**src/rtl/vector_pkg.sv**
```systemverilog
// Shared definitions for the vector split/join stages: default geometry, FSM state type,
// and chunk-count helpers.
package vector_pkg;

  localparam int N_DEF = 32;
  localparam int V_DEF = 20;
  localparam int L_DEF = 4;

  typedef enum logic {
    IDLE = 1'b0,
    SEND = 1'b1
  } state_t;

  function automatic int chunks(input int v, input int l);
    return (v + l - 1) / l;
  endfunction

  // Chunk index width, never narrower than one bit so C==1 still has a port.
  function automatic int idx_w(input int c);
    return (c > 1) ? $clog2(c) : 1;
  endfunction

endpackage

```
**src/rtl/split_vector_if.sv**
```systemverilog
// Vector-in / chunk-out bus of split_vector; optional lane_mask_o under SPLIT_VECTOR_LANE_MASK_EN.
interface split_vector_if #(
  parameter int N = vector_pkg::N_DEF,
  parameter int V = vector_pkg::V_DEF,
  parameter int L = vector_pkg::L_DEF
);
  localparam int C  = vector_pkg::chunks(V, L);
  localparam int IW = vector_pkg::idx_w(C);

  logic                  vec_valid_i;
  logic                  vec_ready_o;
  logic [V-1:0][N-1:0]   vector_i;
  logic                  chunk_valid_o;
  logic                  chunk_ready_i;
  logic [L-1:0][N-1:0]   chunk_o;
  logic [IW-1:0]         chunk_idx_o;
  logic                  last_o;
`ifdef SPLIT_VECTOR_LANE_MASK_EN
  logic [L-1:0]          lane_mask_o;

  modport slave (
    input  vec_valid_i, vector_i, chunk_ready_i,
    output vec_ready_o, chunk_valid_o, chunk_o, chunk_idx_o, last_o, lane_mask_o
  );
  modport master (
    output vec_valid_i, vector_i, chunk_ready_i,
    input  vec_ready_o, chunk_valid_o, chunk_o, chunk_idx_o, last_o, lane_mask_o
  );
`else
  modport slave (
    input  vec_valid_i, vector_i, chunk_ready_i,
    output vec_ready_o, chunk_valid_o, chunk_o, chunk_idx_o, last_o
  );
  modport master (
    output vec_valid_i, vector_i, chunk_ready_i,
    input  vec_ready_o, chunk_valid_o, chunk_o, chunk_idx_o, last_o
  );
`endif

endinterface

```
**src/rtl/split_chunk_sel.sv**
```systemverilog
// Combinational chunk selector: picks chunk i_idx of the held vector, zero-filling lanes past V.
// Emits o_lane_mask only when SPLIT_VECTOR_LANE_MASK_EN is defined.
module split_chunk_sel #(
  parameter int N  = 32,
  parameter int V  = 20,
  parameter int L  = 4,
  parameter int C  = 5,
  parameter int IW = 3
) (
  input  logic [V-1:0][N-1:0]  i_hold,
  input  logic [IW-1:0]        i_idx,
  output logic [L-1:0][N-1:0]  o_chunk
`ifdef SPLIT_VECTOR_LANE_MASK_EN
  ,
  output logic [L-1:0]         o_lane_mask
`endif
);

  // Padded copy so every chunk is a full, constant-base slice.
  logic [C*L-1:0][N-1:0] w_pad;

  always_comb begin
    w_pad         = '0;
    w_pad[V-1:0]  = i_hold;
    o_chunk       = '0;
    for (int c = 0; c < C; c++) begin
      if (i_idx == IW'(c)) o_chunk = w_pad[c*L +: L];
    end
  end

`ifdef SPLIT_VECTOR_LANE_MASK_EN
  always_comb begin
    o_lane_mask = '0;
    for (int c = 0; c < C; c++) begin
      if (i_idx == IW'(c)) begin
        for (int l = 0; l < L; l++) o_lane_mask[l] = ((c*L + l) < V);
      end
    end
  end
`endif

endmodule

```
**src/rtl/split_vector.sv**
```systemverilog
// Splits one V-element vector into C consecutive L-lane chunks; first chunk one cycle after accept,
// a new vector is taken on the last beat for zero-bubble streaming. Lane mask under SPLIT_VECTOR_LANE_MASK_EN.
module split_vector
  import vector_pkg::*;
#(
  parameter int N = N_DEF,
  parameter int V = V_DEF,
  parameter int L = L_DEF
) (
  input  logic           CLK,
  input  logic           RST,
  split_vector_if.slave  bus
);

  localparam int C  = chunks(V, L);
  localparam int IW = idx_w(C);

  state_t               r_state, w_state_nxt;
  logic [V-1:0][N-1:0]  r_hold;
  logic [IW-1:0]        r_cnt, w_cnt_nxt;
  logic                 w_load, w_vec_ready, w_send, w_last, w_beat;
  logic [L-1:0][N-1:0]  w_chunk;

  assign w_send = (r_state == SEND);
  assign w_last = w_send && (r_cnt == IW'(C-1));
  assign w_beat = w_send && bus.chunk_ready_i;

  always_comb begin
    w_state_nxt = r_state;
    w_cnt_nxt   = r_cnt;
    w_load      = 1'b0;
    w_vec_ready = 1'b0;
    case (r_state)
      IDLE: begin
        w_vec_ready = 1'b1;
        if (bus.vec_valid_i) begin
          w_load      = 1'b1;
          w_cnt_nxt   = '0;
          w_state_nxt = SEND;
        end
      end
      SEND: begin
        if (w_beat) begin
          if (w_last) begin
            // Final beat frees the holding register for the next vector in the same cycle.
            w_vec_ready = 1'b1;
            w_cnt_nxt   = '0;
            if (bus.vec_valid_i) w_load      = 1'b1;
            else                 w_state_nxt = IDLE;
          end else begin
            w_cnt_nxt = r_cnt + 1'b1;
          end
        end
      end
      default: w_state_nxt = IDLE;
    endcase
  end

  always_ff @(posedge CLK) begin
    if (!RST) begin
      r_state <= IDLE;
      r_hold  <= '0;
      r_cnt   <= '0;
    end else begin
      r_state <= w_state_nxt;
      r_cnt   <= w_cnt_nxt;
      if (w_load) r_hold <= bus.vector_i;
    end
  end

`ifdef SPLIT_VECTOR_LANE_MASK_EN
  logic [L-1:0] w_mask;

  split_chunk_sel #(.N(N), .V(V), .L(L), .C(C), .IW(IW)) u_sel (
    .i_hold      (r_hold),
    .i_idx       (r_cnt),
    .o_chunk     (w_chunk),
    .o_lane_mask (w_mask)
  );

  assign bus.lane_mask_o = w_send ? w_mask : '0;
`else
  split_chunk_sel #(.N(N), .V(V), .L(L), .C(C), .IW(IW)) u_sel (
    .i_hold  (r_hold),
    .i_idx   (r_cnt),
    .o_chunk (w_chunk)
  );
`endif

  assign bus.vec_ready_o   = w_vec_ready;
  assign bus.chunk_valid_o = w_send;
  assign bus.chunk_o       = w_send ? w_chunk : '0;
  assign bus.chunk_idx_o   = r_cnt;
  assign bus.last_o        = w_last;

endmodule

```
**src/flat_wrapper.sv**
```systemverilog
// flat-port wrapper written by rule: the top's interface ports become plain ports
module split_vector_flat import vector_pkg::*;
#(
  parameter int N = N_DEF,
  parameter int V = V_DEF,
  parameter int L = L_DEF
)
  (CLK, RST, bus_vec_valid_i, bus_vector_i, bus_chunk_ready_i, bus_vec_ready_o, bus_chunk_valid_o, bus_chunk_o, bus_chunk_idx_o, bus_last_o);
  split_vector_if #(.N(N), .V(V), .L(L)) bus_i ();
  input  logic CLK;
  input  logic RST;
  input wire logic [$bits(bus_i.vec_valid_i)-1:0] bus_vec_valid_i;
  input wire logic [$bits(bus_i.vector_i)-1:0] bus_vector_i;
  input wire logic [$bits(bus_i.chunk_ready_i)-1:0] bus_chunk_ready_i;
  output wire logic [$bits(bus_i.vec_ready_o)-1:0] bus_vec_ready_o;
  output wire logic [$bits(bus_i.chunk_valid_o)-1:0] bus_chunk_valid_o;
  output wire logic [$bits(bus_i.chunk_o)-1:0] bus_chunk_o;
  output wire logic [$bits(bus_i.chunk_idx_o)-1:0] bus_chunk_idx_o;
  output wire logic [$bits(bus_i.last_o)-1:0] bus_last_o;
  assign bus_i.vec_valid_i = bus_vec_valid_i;
  assign bus_i.vector_i = bus_vector_i;
  assign bus_i.chunk_ready_i = bus_chunk_ready_i;
  assign bus_vec_ready_o = bus_i.vec_ready_o;
  assign bus_chunk_valid_o = bus_i.chunk_valid_o;
  assign bus_chunk_o = bus_i.chunk_o;
  assign bus_chunk_idx_o = bus_i.chunk_idx_o;
  assign bus_last_o = bus_i.last_o;
  split_vector #(.N(N), .V(V), .L(L)) u_core (.CLK(CLK), .RST(RST), .bus(bus_i));
endmodule
```
**config.mk**
```make
export PLATFORM = sky130hd
export DESIGN_NAME = split_vector_flat
export DESIGN_NICKNAME = d
export VERILOG_FILES = /design/src/rtl/vector_pkg.sv /design/src/rtl/split_vector_if.sv /design/src/rtl/split_chunk_sel.sv /design/src/rtl/split_vector.sv /design/src/flat_wrapper.sv
export SDC_FILE = /design/constraint.sdc
export NUM_CORES = 2
export LEC_CHECK = 0
export CORE_MARGIN = 8
export CORE_UTILIZATION = 36
export CTS_BUF_LIST = sky130_fd_sc_hd__clkbuf_16
export DETAILED_ROUTE_END_ITERATION = 12
export PLACE_DENSITY_LB_ADDON = 0.12
export SYNTH_ARGS = -nofsm -noshare
export SYNTH_HDL_FRONTEND = slang
export SYNTH_SLANG_ARGS = --single-unit
```
**constraint.sdc**
```tcl
create_clock -name CLK -period 4.66 [get_ports CLK]
set_clock_uncertainty 0.15 [all_clocks]
set_input_delay 0.699 -clock CLK [delete_from_list [all_inputs] [get_ports CLK]]
set_output_delay 0.699 -clock CLK [all_outputs]
set_load 0.1 [all_outputs]
```
After elaboration in Yosys (flattened, before gate mapping) --
Cells that the tools add are included.
Word-level totals: bits in registers 644, output and inout bits 134, word-level logic and storage cells 54, input port bits 644
Cells by class: reduce and logical (&&, ||, !) cells 4, equal/unequal tests 6, bitwise logic cells 1, $add $sub $neg 1, mux-type cells 20
Operators with widths (count):
- $mux 128 | 6
- $mux 3 | 3
- $mux 1 | 7
- $eq 3x2->1 const B | 2
- $pmux 1 s2 | 3
- $pmux 3 s2 | 1
- $ne 2x2->1 const B | 2
- $add 3x1->3 const B | 1
- $eq 3x1->1 const B | 1
- $eq 3x3->1 const B | 1
- $logic_not 3->1 | 1
- $logic_and 1x1->1 | 2
- $reduce_and 2->1 | 1
- $not 1->1 | 1

Depth between registers and ports, before layout --
depth in word-level cells 7, mapped depth 8, mapped depth without buffers 5

Hierarchy --
A second synthesis with hierarchy kept.
Second synthesis, totals: cell total of the unflattened synthesis 3689, area total of the unflattened synthesis 31850.5 µm²
By module, submodules not included:
- split_vector | instances 1, cells each 2944, area an instance 27035.9 µm²
- split_chunk_sel | instances 1, cells each 745, area an instance 4814.6 µm²

Worst setup path before layout --
No wires, ideal clock.
kind register -> output, start point register u_core.r_cnt[2] (netlist: u_core.bus.chunk_idx_o[2]), end point output bus_chunk_o[102], path slack -0.074 ns, data required time 3.811 ns, data arrival time 3.885 ns, stages on the path, launching flop included 8, buffers on the path 2, cells stage by stage dfxtp_1 inv_1 ha_1 or2_1 buf_2 buf_1 a221o_1 a31oi_1
Between the ends: longest elaborated chain between the ends 7, elaborated cells between the ends (all ways) 11
RTL lines:
- from (decl) | line split_vector.sv:20 | logic [IW-1:0] r_cnt, w_cnt_nxt;
- from (signal assigned) | line split_vector.sv:66 | r_cnt <= w_cnt_nxt;
- $logic_not 3->1 | line split_chunk_sel.sv:27 | if (i_idx == IW'(c)) o_chunk = w_pad[c*L +: L];
- $mux 128 (4 in series) | line split_chunk_sel.sv:27
- $mux 128 * | line split_chunk_sel.sv:27
- $mux 128 * | line split_vector.sv:92 | assign bus.chunk_o = w_send ? w_chunk : '0;
- to (decl) | line flat_wrapper.sv:17 | output wire logic [$bits(bus_i.chunk_o)-1:0] bus_chunk_o;
Mark *: on every way between the ends. The rest lies on a longest branch, timed or not.

Worst setup path in the final report --
start point register u_core.r_cnt[0] (netlist: u_core.bus.chunk_idx_o[0]), end point output bus_chunk_o[100]
The elaborated chain is that of the path after synthesis.

==> metrics <==
share of cells above drive strength 1 9.79%; Fillers 8349; DR vias 28.5k; cell mode on critical path buf_4; Clock Power Share 40.1%; Post-synth top cells nand2_1 (1413), dfxtp_1 (644), mux2i_1 (641); core area ~87000 um^2; Reg power frac 41.3%; Worst-path clk slew 0.06 ns; clock root cell clkbuf_16; maximum fanout along the worst path 54; flop2flop setup slack 1.27 ns; Post-Synthesis Cells between 3k and 4k; Area Growth Syn to Fin 39.9%; final hold violations 0; launching point of the worst reg2reg path u_core.bus.chunk_idx_o[0]; TritonCTS buffer count 77; largest net degree at the start of global routing 129; grt total ovfl 0; global-route wire length before repair 177000 um; ys flop type dfxtp_1; Switching Power about 4.2 mW; Port Buffers 777; status finished, final reports clean; global router's overall resource usage 23.1%; Yosys top cell area share 40.8%; RePlAce Congestion 0.832; hold_buf cts 0; Startpoint Class flip-flop; hold crit path type flip-flop to flip-flop; kind of end point of the critical path output pin; worst skew pair latency 0.60 ns; Bufs and invs on worst path 3; Peak supply drop 0.258 mV; post-DR wirelength/cell 21.1 um; mapped cell area ~32000 um^2; setup ws final 0.458 ns; htree depth 3; CP delay by family, top buffers and inverters; clk buf depth 3; DRT Wirelength 120000 um; I/O pin total 778; crit path cell chain inv_1, ha_4, buf_4, a21oi_1, a221o_1, a31oi_2, buf_4; post-route insts no fill ~5.7k; RSZ-0062 raised after global routing false; DRC Markers 0; r2r endpoint u_core.r_hold[354]; Tcrit/Tclk final 90.2%; DP Cell Count 5489; fraction of registers with async set/reset 0%; PD cells 333 nW/um^2; CP max-delay cell ha_4; Area after DPL 41600 um^2; Mapped Nets approximately 4.5k; combinational share of power between 10% and 20%; Site Rows 108; Slew Viols, Final 0; Initial Utilization 36.3%; Slew HR 26.1%; main combinational cell family by area after synthesis multiplexers; Post-Route Utilization 50.8%; worst-case reg-to-reg path depth 8; Synth warnings 0; Synth Area in Adders less than 1%; Synth Area in XOR/XNOR 0%; Worst EP required 3.81 ns; WP data arrival 3.35 ns; fin nets between 5k and 6k; Setup crit start u_core.bus.chunk_idx_o[0]; TritonCTS clock tree yes; synthesis-stage register bit count 644; highest clock rate 238 MHz; Hold WS 0.302 ns; final setup violation count 0; Die ar. 97400 um^2; crit path kind flip-flop to output pin; number of global-route vias before repair 27.9k; first drt pass iteration count 5; Int Pwr 10.6 mW; hpwl dp 83400 um; Synth Area in Compound Gates 10.8%; Cell variety after synth 25; number of synthesized flops with an enable pin 0; Critical Path Max Stage Delay 0.71 ns; Post-Synth Simple-Gate Area 20.0%; Max Cap Violations 0; end of the critical path bus_chunk_o[100]; sequential fraction of the synthesis area 40.8%; total power 14.7 mW; First DRT Iteration DRCs around 1.9k; Setup TNS 0 ns; Area contributors post-synth dfxtp_1 (41%), mux2i_1 (20%), nand2_1 (17%); Vias/cell around 5; Die Y 312 um; most frequent cell after synthesis nand2_1; mux cell area share after synthesis 20.3%; crit path time final 4.20 ns; Placement Setup Slack 1.04 ns; Sw Ratio about 28%; # resized after CTS 0; DRT antenna net count 0; Avg Inst Size Synth 8.22 um^2; Post-CTS Setup Inserts 0; Final Cell Area 44200 um^2; slew at the pin with the worst max-slew slack 1.11 ns; clk sinks 644; initial antenna violation count 66; Lkg Pwr 16.8 nW; area leader, netlist dfxtp_1; die width 312 um; Min-Delay Path Depth 2; critical path depth 7
-- cell usage in the layout (no fill, tap or decap), types with 2 or more instances in the layout --
cell type / count
clkinv_1: 17
a221o_1: 128
ha_4: 4
clkbuf_16: 79
bufinv_16: 6
inv_6: 3
a21oi_1: 129
mux2i_1: 641
o21ai_0: 128
a31oi_2: 122
clkdlybuf4s50_1: 644
a31oi_1: 6
clkinv_8: 2
clkinv_2: 13
buf_12: 142
diode_2: 45
nand2_1: 1412
buf_4: 60
nand3b_1: 128
dfxtp_1: 643
nand4_1: 2
inv_1: 152
a21boi_0: 3
-- cell families (layout without fill, tap and decap cells) --
group,count (synthesis),after routing
compound gates,518,518
mux,641,641
buf+inv,486,1120
simple gates,1548,1548
fa+ha+maj,5,5
other cells,0,45
flops,644,644
-- registers in the layout (all words and copies together) (netlist names) --
register / count
u_core.r_hold: 640
u_core.bus.chunk_idx_o: 3
u_core.bus.chunk_valid_o: 1
-- layer usage --
metal	wire, um	track usage [%]
met1	50000	27.5
met2	57100	38.7
met3	8010	6.49
met4	4590	10.2
met5	281	0
-- worst min path at each step --
| stage | start | endpoint | slack (ns) |
|---|---|---|---|
| floorplan | u_core.r_hold[512] | u_core.r_hold[512] | 0.28 |
| global placement | u_core.r_hold[553] | u_core.r_hold[553] | 0.29 |
| detailed placement | u_core.r_hold[614] | u_core.r_hold[614] | 0.29 |
| CTS | u_core.r_hold[556] | u_core.r_hold[556] | 0.30 |
| global route | u_core.r_hold[626] | u_core.r_hold[626] | 0.31 |
| finish | u_core.r_hold[533] | u_core.r_hold[533] | 0.30 |
-- worst reg2reg max path, cell delays in order (launching register included) --
cell and delay, ns:
dfxtp_1 0.39, inv_1 0.21, ha_4 0.43, buf_12 0.32, nand3_2 0.19, a21boi_4 0.72
buf_12 0.34, buf_12 0.30, mux2i_1 0.29
-- area by class of cell --
type	instances	area [um^2]	area share (%)
repair buffers	847	9750	22.1
clock inverters	63	455	1.03
diodes	45	113	0.255
flip-flops and latches	644	12900	29.2
clock buffers	79	1980	4.48
inverters	131	492	1.11
well taps	1155	1450	3.27
multi-input cells	2712	17000	38.6
-- power groups by stage --
stage	sequential [mW]	combinational [mW]	clock (mW)
final	6.08	2.74	5.90
after global routing	6.12	2.92	6.25
after CTS	6.07	2.76	6.04
after detailed placement	6.19	2.75	0
after global placement	6.19	2.73	0
after floorplan	6.13	1.68	0
(Power assumes the default switching activity.)
